File: src/rtl/vga_scan.sv
// vga_scan: VGA timing generator with framebuffer scan-out.
//   The screen is a 16x16 grid of cells. Each cell byte is an RGB332 colour read
//   from an external 256x8 RAM. The RAM read is combinational.
//   All pixel state advances once per PIX_DIV clocks, on the pixel tick.
//   Colour and sync are registered together, so both lag the counters by one tick.
// Ports:
//   clk         in   system clock
//   nrst        in   asynchronous reset, active low
//   rd_addr     out  RAM read address {cell_row, cell_col}
//   rd_data     in   RAM read data, RGB332 {r[2:0], g[2:0], b[1:0]}
//   hsync       out  horizontal sync, active low, registered
//   vsync       out  vertical sync, active low, registered
//   red/green/blue out colour levels, zero while blanked, registered
//   frame_start out  one-clk pulse on the tick where hcnt=0 and vcnt=0
module vga_scan #(
    parameter int PIX_DIV  = 2,
    parameter int H_ACTIVE = 640,
    parameter int H_FP     = 16,
    parameter int H_SYNC   = 96,
    parameter int H_BP     = 48,
    parameter int V_ACTIVE = 480,
    parameter int V_FP     = 10,
    parameter int V_SYNC   = 2,
    parameter int V_BP     = 33,
    parameter int CELL_W   = 40,
    parameter int CELL_H   = 30
) (
    input  logic       clk,
    input  logic       nrst,
    output logic [7:0] rd_addr,
    input  logic [7:0] rd_data,
    output logic       hsync,
    output logic       vsync,
    output logic [2:0] red,
    output logic [2:0] green,
    output logic [1:0] blue,
    output logic       frame_start
);

    localparam int H_TOTAL = H_ACTIVE + H_FP + H_SYNC + H_BP;
    localparam int V_TOTAL = V_ACTIVE + V_FP + V_SYNC + V_BP;
    localparam int HW  = $clog2(H_TOTAL);
    localparam int VW  = $clog2(V_TOTAL);
    localparam int DW  = (PIX_DIV > 1) ? $clog2(PIX_DIV) : 1;
    localparam int CXW = (CELL_W > 1) ? $clog2(CELL_W) : 1;
    localparam int CYW = (CELL_H > 1) ? $clog2(CELL_H) : 1;

    localparam logic [HW-1:0] H_LAST   = HW'(H_TOTAL - 1);
    localparam logic [HW-1:0] H_ACT    = HW'(H_ACTIVE);
    localparam logic [HW-1:0] HS_START = HW'(H_ACTIVE + H_FP);
    localparam logic [HW-1:0] HS_END   = HW'(H_ACTIVE + H_FP + H_SYNC);
    localparam logic [VW-1:0] V_LAST   = VW'(V_TOTAL - 1);
    localparam logic [VW-1:0] V_ACT    = VW'(V_ACTIVE);
    localparam logic [VW-1:0] VS_START = VW'(V_ACTIVE + V_FP);
    localparam logic [VW-1:0] VS_END   = VW'(V_ACTIVE + V_FP + V_SYNC);
    localparam logic [DW-1:0] DIV_LAST = DW'(PIX_DIV - 1);
    localparam logic [CXW-1:0] CX_LAST = CXW'(CELL_W - 1);
    localparam logic [CYW-1:0] CY_LAST = CYW'(CELL_H - 1);

    logic [DW-1:0]  div_q, div_d;
    logic [HW-1:0]  hcnt_q, hcnt_d;
    logic [VW-1:0]  vcnt_q, vcnt_d;
    logic [CXW-1:0] cx_q, cx_d;
    logic [CYW-1:0] cy_q, cy_d;
    logic [3:0]     col_q, col_d;
    logic [3:0]     row_q, row_d;
    logic           hs_q, hs_d;
    logic           vs_q, vs_d;
    logic [7:0]     rgb_q, rgb_d;
    logic           tick;
    logic           active;

    assign tick = (div_q == DIV_LAST);

    // Counter and cell-index next state. Cell indices step by sub-counters
    // instead of dividing hcnt/vcnt, and saturate at 15 once the active area
    // ends so the address never leaves the 16x16 grid.
    always_comb begin
        div_d  = tick ? '0 : div_q + DW'(1);
        hcnt_d = hcnt_q;
        vcnt_d = vcnt_q;
        cx_d   = cx_q;
        cy_d   = cy_q;
        col_d  = col_q;
        row_d  = row_q;
        if (tick) begin
            if (hcnt_q == H_LAST) begin
                hcnt_d = '0;
                cx_d   = '0;
                col_d  = '0;
                if (vcnt_q == V_LAST) begin
                    vcnt_d = '0;
                    cy_d   = '0;
                    row_d  = '0;
                end else begin
                    vcnt_d = vcnt_q + VW'(1);
                    if (vcnt_q < V_ACT) begin
                        if (cy_q == CY_LAST) begin
                            cy_d = '0;
                            if (row_q != 4'd15) row_d = row_q + 4'd1;
                        end else begin
                            cy_d = cy_q + CYW'(1);
                        end
                    end
                end
            end else begin
                hcnt_d = hcnt_q + HW'(1);
                if (hcnt_q < H_ACT) begin
                    if (cx_q == CX_LAST) begin
                        cx_d = '0;
                        if (col_q != 4'd15) col_d = col_q + 4'd1;
                    end else begin
                        cx_d = cx_q + CXW'(1);
                    end
                end
            end
        end
    end

    // Output stage inputs, all derived from the current (pre-advance) counters.
    always_comb begin
        active = (hcnt_q < H_ACT) && (vcnt_q < V_ACT);
        hs_d   = !((hcnt_q >= HS_START) && (hcnt_q < HS_END));
        vs_d   = !((vcnt_q >= VS_START) && (vcnt_q < VS_END));
        rgb_d  = active ? rd_data : 8'h00;
    end

    always_ff @(posedge clk or negedge nrst) begin
        if (!nrst) begin
            div_q  <= '0;
            hcnt_q <= '0;
            vcnt_q <= '0;
            cx_q   <= '0;
            cy_q   <= '0;
            col_q  <= '0;
            row_q  <= '0;
            hs_q   <= 1'b1;
            vs_q   <= 1'b1;
            rgb_q  <= 8'h00;
        end else begin
            div_q  <= div_d;
            hcnt_q <= hcnt_d;
            vcnt_q <= vcnt_d;
            cx_q   <= cx_d;
            cy_q   <= cy_d;
            col_q  <= col_d;
            row_q  <= row_d;
            if (tick) begin
                hs_q  <= hs_d;
                vs_q  <= vs_d;
                rgb_q <= rgb_d;
            end
        end
    end

    assign rd_addr     = {row_q, col_q};
    assign hsync       = hs_q;
    assign vsync       = vs_q;
    assign red         = rgb_q[7:5];
    assign green       = rgb_q[4:2];
    assign blue        = rgb_q[1:0];
    // Decoded from registers only; div_q is 0 in reset so this stays low there.
    assign frame_start = tick && (hcnt_q == '0) && (vcnt_q == '0);

endmodule
File: config.mk
export PLATFORM = sky130hd
export DESIGN_NAME = vga_scan
export DESIGN_NICKNAME = d
export VERILOG_FILES = /design/src/rtl/vga_scan.sv
export SDC_FILE = /design/constraint.sdc
export NUM_CORES = 1
export LEC_CHECK = 0
export CORE_MARGIN = 4
export CORE_UTILIZATION = 56
export CTS_CLUSTER_DIAMETER = 100
export CTS_CLUSTER_SIZE = 16
export DETAILED_ROUTE_END_ITERATION = 7
export HOLD_SLACK_MARGIN = 0.02
export PLACE_DENSITY = 0.75
export SYNTH_ARGS = -nofsm -noshare
export SYNTH_HDL_FRONTEND = slang
export SYNTH_SLANG_ARGS = --single-unit
File: constraint.sdc
create_clock -name clk -period 2.2 [get_ports clk]
set_input_delay 0.44 -clock clk [delete_from_list [all_inputs] [get_ports clk]]
set_output_delay 0.44 -clock clk [all_outputs]
set_load 0.02 [all_outputs]
==> flow_summary.yaml, run 1 <==
outcome:
  status: "finished, final reports clean"
critical_path:
  reg2reg_depth: 5
  crit_type: "register to primary output"
  cp.arrival_ps: 1710
  start_kind: "register"
  reg2reg_slack_ps: 180
  crit_required_ps: 1760
  reg2reg_from: "vcnt_q[9]"
  path_max_fanout: 2
  reg2reg_to: "rgb_q[6]"
  crit_path_end_kind: "primary output"
power:
  seq_power_share_pct: 59.9
  combPwrFrac_pct: 4.4
  p_per_area_mw_per_mm2: 472
  switching_share_pct: 21.9
  internal_power_mw: 1.21
  switchingPower_mw: 0.339
  peakVddDrop_mv: 0.509
  p_leak_nw: 1.50
  p_clk_share_pct: 35.7
  total_power_mw: 1.55
route:
  avgRoutedWirePerCell_um: 15.4
  drt_iter0_markers: 108
  ant_nets: 0
  dr.pass1.iters: 4
  wl_um: 5720
  via_per_inst: 6.07
  drc: 0
  vias: 2259
sta:
  finalSetupViolCount: 0
  worst_slack_ps: 47.5
  finalHoldViolCount: 0
  fin_crit_ps: 2150
  fmax_ghz: 0.465
  clock_skew_ps: 15.2
  maxSlewHeadroom_pct: 60.2
  drv_slew: 0
  timing.hold.ws_ps: 96.3
  worst_pin_slew_ps: 589
  rsz0062_at_grt: "true"
  final.period_utilization_pct: 97.8
worst_hold_path:
  hp-class: "primary input to asynchronous set/reset pin"
synth:
  synth_top_family_by_area: "simple AND/OR/NAND/NOR gates"
  yosys.area_share.adder_pct: 4.24
  post_synth_xor_area_fraction_pct: 2.64
  synthMuxAreaShare_pct: 1.93
  ys_ff_latch: 50
  synth_warnings: 0
  ys_types: 46
  netlist_area_mm2: 0.00266
  synth_nets: 286
  avgSynthCellArea_um2: 9.94
  syn_inst: 267
  synth-simple-area-share_pct: 22.8
  synth-compound-area-share_pct: 17.2
  synth-seq-area-share_pct: 47.2
die:
  start_util_pct: 59.3
  core-area_mm2: 0.00447
  dieArea_mm2: 0.00591
  die_y_um: 76.9
  rows: 24
  die_w_um: 76.9
  ios: 29
clocking:
  htreeDepth: 2
  clk_latency_ps: 310
  clkTransAtPathRegs_ps: 100
  cts-root-buf: "clkbuf_8"
  cts_made_buffers: 5
  cts_sinks: 50
  cts_hold_buf: 0
  cts_tree: "yes"
  cts_buffer_depth: 2
placement:
  preCtsSetupSlack_ps: -146
  hpwlAfterDp_um: 4020
  io_buffers: 28
  place_area_mm2: 0.00315
  gp_congestion: 0.842
global_routing:
  grt_pass1_vias: 2186
  grt_max_degree: 51
  grt_overflow_total: 0
  grt_pass1_wl_um: 10200
  grt_antenna_before_repair: 0
  grt_usage_pct: 21.0
final_layout:
  fin_area_mm2: 0.00329
  syn_to_final_growth_pct: 23.9
  drive_gt1_share_pct: 16.3
  n_antenna_cell: 0
  final_nets: 338
flow_run:
  drv_cap: 0
-- cell usage in the layout, fill, tap and decap left out, types with 2 or more instances in the layout --
cell | netlist | routed
nand4_1 | 9 | 9
nor4_1 | 5 | 4
nor4_4 | 0 | 2
xnor2_1 | 5 | 5
mux2i_1 | 4 | 4
or4_1 | 7 | 6
dfrtp_1 | 48 | 48
a21oi_1 | 16 | 16
xor2_1 | 3 | 3
buf_4 | 2 | 30
o21ai_0 | 20 | 20
a2bb2oi_1 | 2 | 2
nand2_1 | 15 | 15
nand3_1 | 20 | 20
a32o_1 | 3 | 3
a31oi_1 | 2 | 2
and4_1 | 4 | 4
clkbuf_8 | 0 | 6
or3_1 | 3 | 3
a22o_1 | 12 | 12
o31ai_1 | 5 | 5
nor3_1 | 5 | 5
clkdlybuf4s50_1 | 0 | 26
a21o_1 | 4 | 4
nor2_1 | 10 | 10
inv_1 | 10 | 10
and3_1 | 10 | 10
ha_1 | 9 | 9
and2_1 | 3 | 3
dfstp_2 | 2 | 2
-- worst max-delay path, stage by stage, from the launching register on --
cell	delay [ps]
dfrtp_1	390
or4_4	550
nor4_4	300
buf_4	180
-- cell families after synthesis --
kind of cell    count (synthesis)
buf+inv                        24
flops                          50
simple gates                  103
xor+xnor                        8
mux                             5
fa+ha+maj                       9
compound gates                 68
-- worst max-delay path by stage --
stage          startpoint           to  cells after the start  slack (ps)
4_1_cts         vcnt_q[6]  frame_start                      4          30
5_1_grt         vcnt_q[2]  frame_start                      3         -10
6_report        vcnt_q[2]  frame_start                      3          50
3_5_place_dp    vcnt_q[0]  frame_start                      6        -150
2_1_floorplan   vcnt_q[6]  frame_start                      3         160
3_3_place_gp    vcnt_q[6]  frame_start                      4        -140
-- synth_stat cells, drive strengths merged --
master   count  area (um2)
nor2        11        48.8
xnor2        5        43.8
and2         3        18.8
a41oi        1        8.76
nor3b        1        12.5
a211oi       1        7.51
clkinv       1        3.75
o22ai        1        6.26
xor2         3        26.3
nand4       10        68.8
or4          7        52.6
nand2b       1        6.26
dfstp        2        52.6
mux2         1        11.3
nor2b        2        12.5
a21oi       16        80.1
or3          3        18.8
clkbuf       4        15.0
and4b        1        10.0
and4         4        35.0
nor3         5        25.0
a31oi        3        33.8
dfrtp       48        1200
and3        10        62.6
ha           9         113
a22o        12         105
mux2i        4        40.0
a32o         3        30.0
nor4bb       1        10.0
or2          1        6.26
inv         10        37.5
nand2       15        56.3
buf          9        50.0
nand3b       1        7.51
nand3       20         100
a21o         4        30.0
nor4         6        43.8
nor4b        1        8.76
a2bb2oi      2        17.5
o31ai        5        37.5
o21ai       20         100
-- flip-flops by register name (all words and copies together), names as in the netlist --
register	cells
rgb_q	8
vsync	1
hcnt_q	10
row_q	4
cx_q	6
col_q	4
div_q	1
vcnt_q	10
cy_q	5
hsync	1
-- per-layer routing --
| metal | up-vias | GRT usage [%] | routed length (um) |
|---|---|---|---|
| met5 | - | 0 | 0 |
| met4 | 0 | 5.62 | 74 |
| met3 | 7 | 4.57 | 196 |
| met2 | 38 | 35.2 | 2780 |
| met1 | 1102 | 27.4 | 2670 |
| li1 | 1112 | - | - |
-- power by group through the flow --
stage	registers [mW]	logic, mW	clock network [mW]
after floorplan	0.958	0.00635	0
after global placement	0.948	0.0688	0
after detailed placement	0.948	0.0703	0
after CTS	0.930	0.0706	0.567
after global routing	0.932	0.0747	0.606
final	0.930	0.0680	0.554
-- cell type report --
type | count | area (um2)
clock buffer | 6 | 82.6
clock inverter | 2 | 12.5
fill | 317 | 1180
inverter | 11 | 41.3
multi-input combinational | 193 | 1330
sequential | 50 | 1250
tap | 52 | 65.1
timing repair buffer | 58 | 510
-- metrics by stage --
stage / cells / TNS (ps) / utilization, %
floorplan: 267 / 0 / -
global placement: 362 / -139 / 70.5
detailed placement: 362 / -146 / 70.5
CTS: 370 / 0 / 72.9
global route: 372 / -11.6 / 73.5
finish: 372 / 0 / 73.5
-- repair_timing --
action | 4_1_cts | 5_1_grt
gates cloned | 0 | 0
pin swaps | 0 | 2
setup buffers | 0 | 2
setup endpoints to repair | 1 | 1
resized for setup | 8 | 3
Power figures use the tool's default switching activity.
==> run 2: changes to the inputs <==
- CORE_UTILIZATION: 56 -> 60
- PLACE_DENSITY: 0.75 -> 0.8
- clock period: 2.2 -> 2.5 ns (I/O delays scaled with it)
==> flow_summary.yaml, run 2 (synthesis gave the netlist of run 1 again) <==
die:
  start_util_pct: 64.1
  die_w_um: 74.5
  ios: 29
  rows: 23
  core-area_mm2: 0.00414
  die_y_um: 74.5
  dieArea_mm2: 0.00555
sta:
  worst_pin_slew_ps: 608
  maxSlewHeadroom_pct: 58.9
  rsz0062_at_grt: "false"
  worst_slack_ps: 177
  setup_tns_ps: 0
  finalSetupViolCount: 0
  timing.hold.ws_ps: 185
  drv_slew: 0
  final.period_utilization_pct: 92.9
  clock_skew_ps: 10.1
  fin_crit_ps: 2320
  finalHoldViolCount: 0
  fmax_ghz: 0.430
critical_path:
  critPathTopFamily: "simple AND/OR/NAND/NOR gates"
  reg2reg_slack_ps: 480
  crit_path_end_kind: "primary output"
  reg2reg_from: "hcnt_q[1]"
  crit_type: "register to primary output"
  path_cells: "inv_1 > ha_1 > nor2b_2 > nand2_1 > nor4_1 > clkbuf_2"
  cp.arrival_ps: 1820
  reg2reg_depth: 6
  start_kind: "register"
  reg2reg_to: "row_q[1]"
  path_max_fanout: 4
  cpPeakStageDelay_ps: 380
  critPathBufInv: 2
  crit_required_ps: 2000
  crit_path_top_delay_cell: "dfrtp_1"
power:
  peakVddDrop_mv: 0.302
  p_per_area_mw_per_mm2: 418
  p_leak_nw: 1.43
final_layout:
  n_antenna_cell: 0
  utilization_pct: 76.2
  fillers: 302
  reg_top3: "hcnt_q: 10 flops, vcnt_q: 10 flops, rgb_q: 8 flops"
  stdcell_count: 360
  final_nets: 329
  syn_to_final_growth_pct: 19.0
  final_common_cell: "dfrtp_1"
  drive_gt1_share_pct: 12.3
  layout_common_cells: "dfrtp_1 (48), clkdlybuf4s50_1 (26), buf_4 (21), nand3_1 (20), o21ai_0 (20)"
  multiInputGateArea_mm2: 0.00130
  seq_area_mm2: 0.00125
global_routing:
  grt_pass1_wl_um: 9790
  grt_pass1_vias: 2060
  grt_antenna_before_repair: 0
  grt_max_degree: 27
  grt_overflow_total: 0
  grt_usage_pct: 23.1
route:
  met1Wirelength_um: 2650
  via_per_inst: 6.20
  vias: 2233
  routed.top_layer: "met4"
  drt_iter0_markers: 146
  dr.pass1.iters: 4
  wl_um: 5900
  met3WireLength_um: 317
  ant_nets: 0
  dr_wl_met2_um: 2870
  drc: 0
  avgRoutedWirePerCell_um: 16.4
clocking:
  cts-root-buf: "clkbuf_8"
  htreeDepth: 2
  clkTransAtPathRegs_ps: 90
  clk_latency_ps: 300
  cts_tree: "yes"
  cts_sinks: 50
  cts_buffer_depth: 2
  cts_made_buffers: 5
  cts_hold_buf: 0
outcome:
  status: "finished, final reports clean"
placement:
  place_inst: 353
  preCtsSetupSlack_ps: 52.0
  hpwlAfterDp_um: 4270
  io_buffers: 28
  gp_congestion: 0.892
worst_hold_path:
  hp-class: "primary input to asynchronous set/reset pin"
flow_run:
  drv_cap: 0
-- run 2: worst max path at each step --
stage / from / to / depth (start not counted)
5_1_grt: vcnt_q[0] / frame_start / 6
6_report: vcnt_q[0] / frame_start / 6
4_1_cts: vcnt_q[0] / frame_start / 6
2_1_floorplan: vcnt_q[6] / frame_start / 3
3_5_place_dp: vcnt_q[0] / frame_start / 6
3_3_place_gp: vcnt_q[0] / frame_start / 6
-- run 2: repair_timing --
item                       CTS  global route
cloned                       0             0
resized for setup            2             3
setup endpoints to repair    1             1
setup buffers                0             0
hold endpoints to repair     0             0
-- run 2: cell type report --
class / count / share of cell area, %
well taps: 50 / 1.98
repair buffers: 49 / 13.5
flip-flops and latches: 50 / 39.7
clock buffers: 7 / 2.42
inverters: 11 / 1.31
multi-input cells: 193 / 41.1
-- run 2: power breakdown --
part	internal (mW)	leakage, nW	switching (mW)
registers	0.815	0.649	0.00413
clock network	0.193	0.0383	0.249
logic	0.0288	0.739	0.0307
total	1.04	1.43	0.284
-- run 2: metrics by stage --
step / instance area [um2] / power (mW)
2_1_floorplan: 2660 / 0.848
3_3_place_gp: 3090 / 0.894
3_5_place_dp: 3090 / 0.895
4_1_cts: 3160 / 1.33
5_1_grt: 3160 / 1.36
6_report: 3160 / 1.32
-- run 2: metal layers --
metal / up-vias / global-route usage [%]
met3: 7 / 4.46
met1: 1084 / 32.0
met2: 54 / 37.4
li1: 1088 / -
met5: - / 0
met4: 0 / 6.32
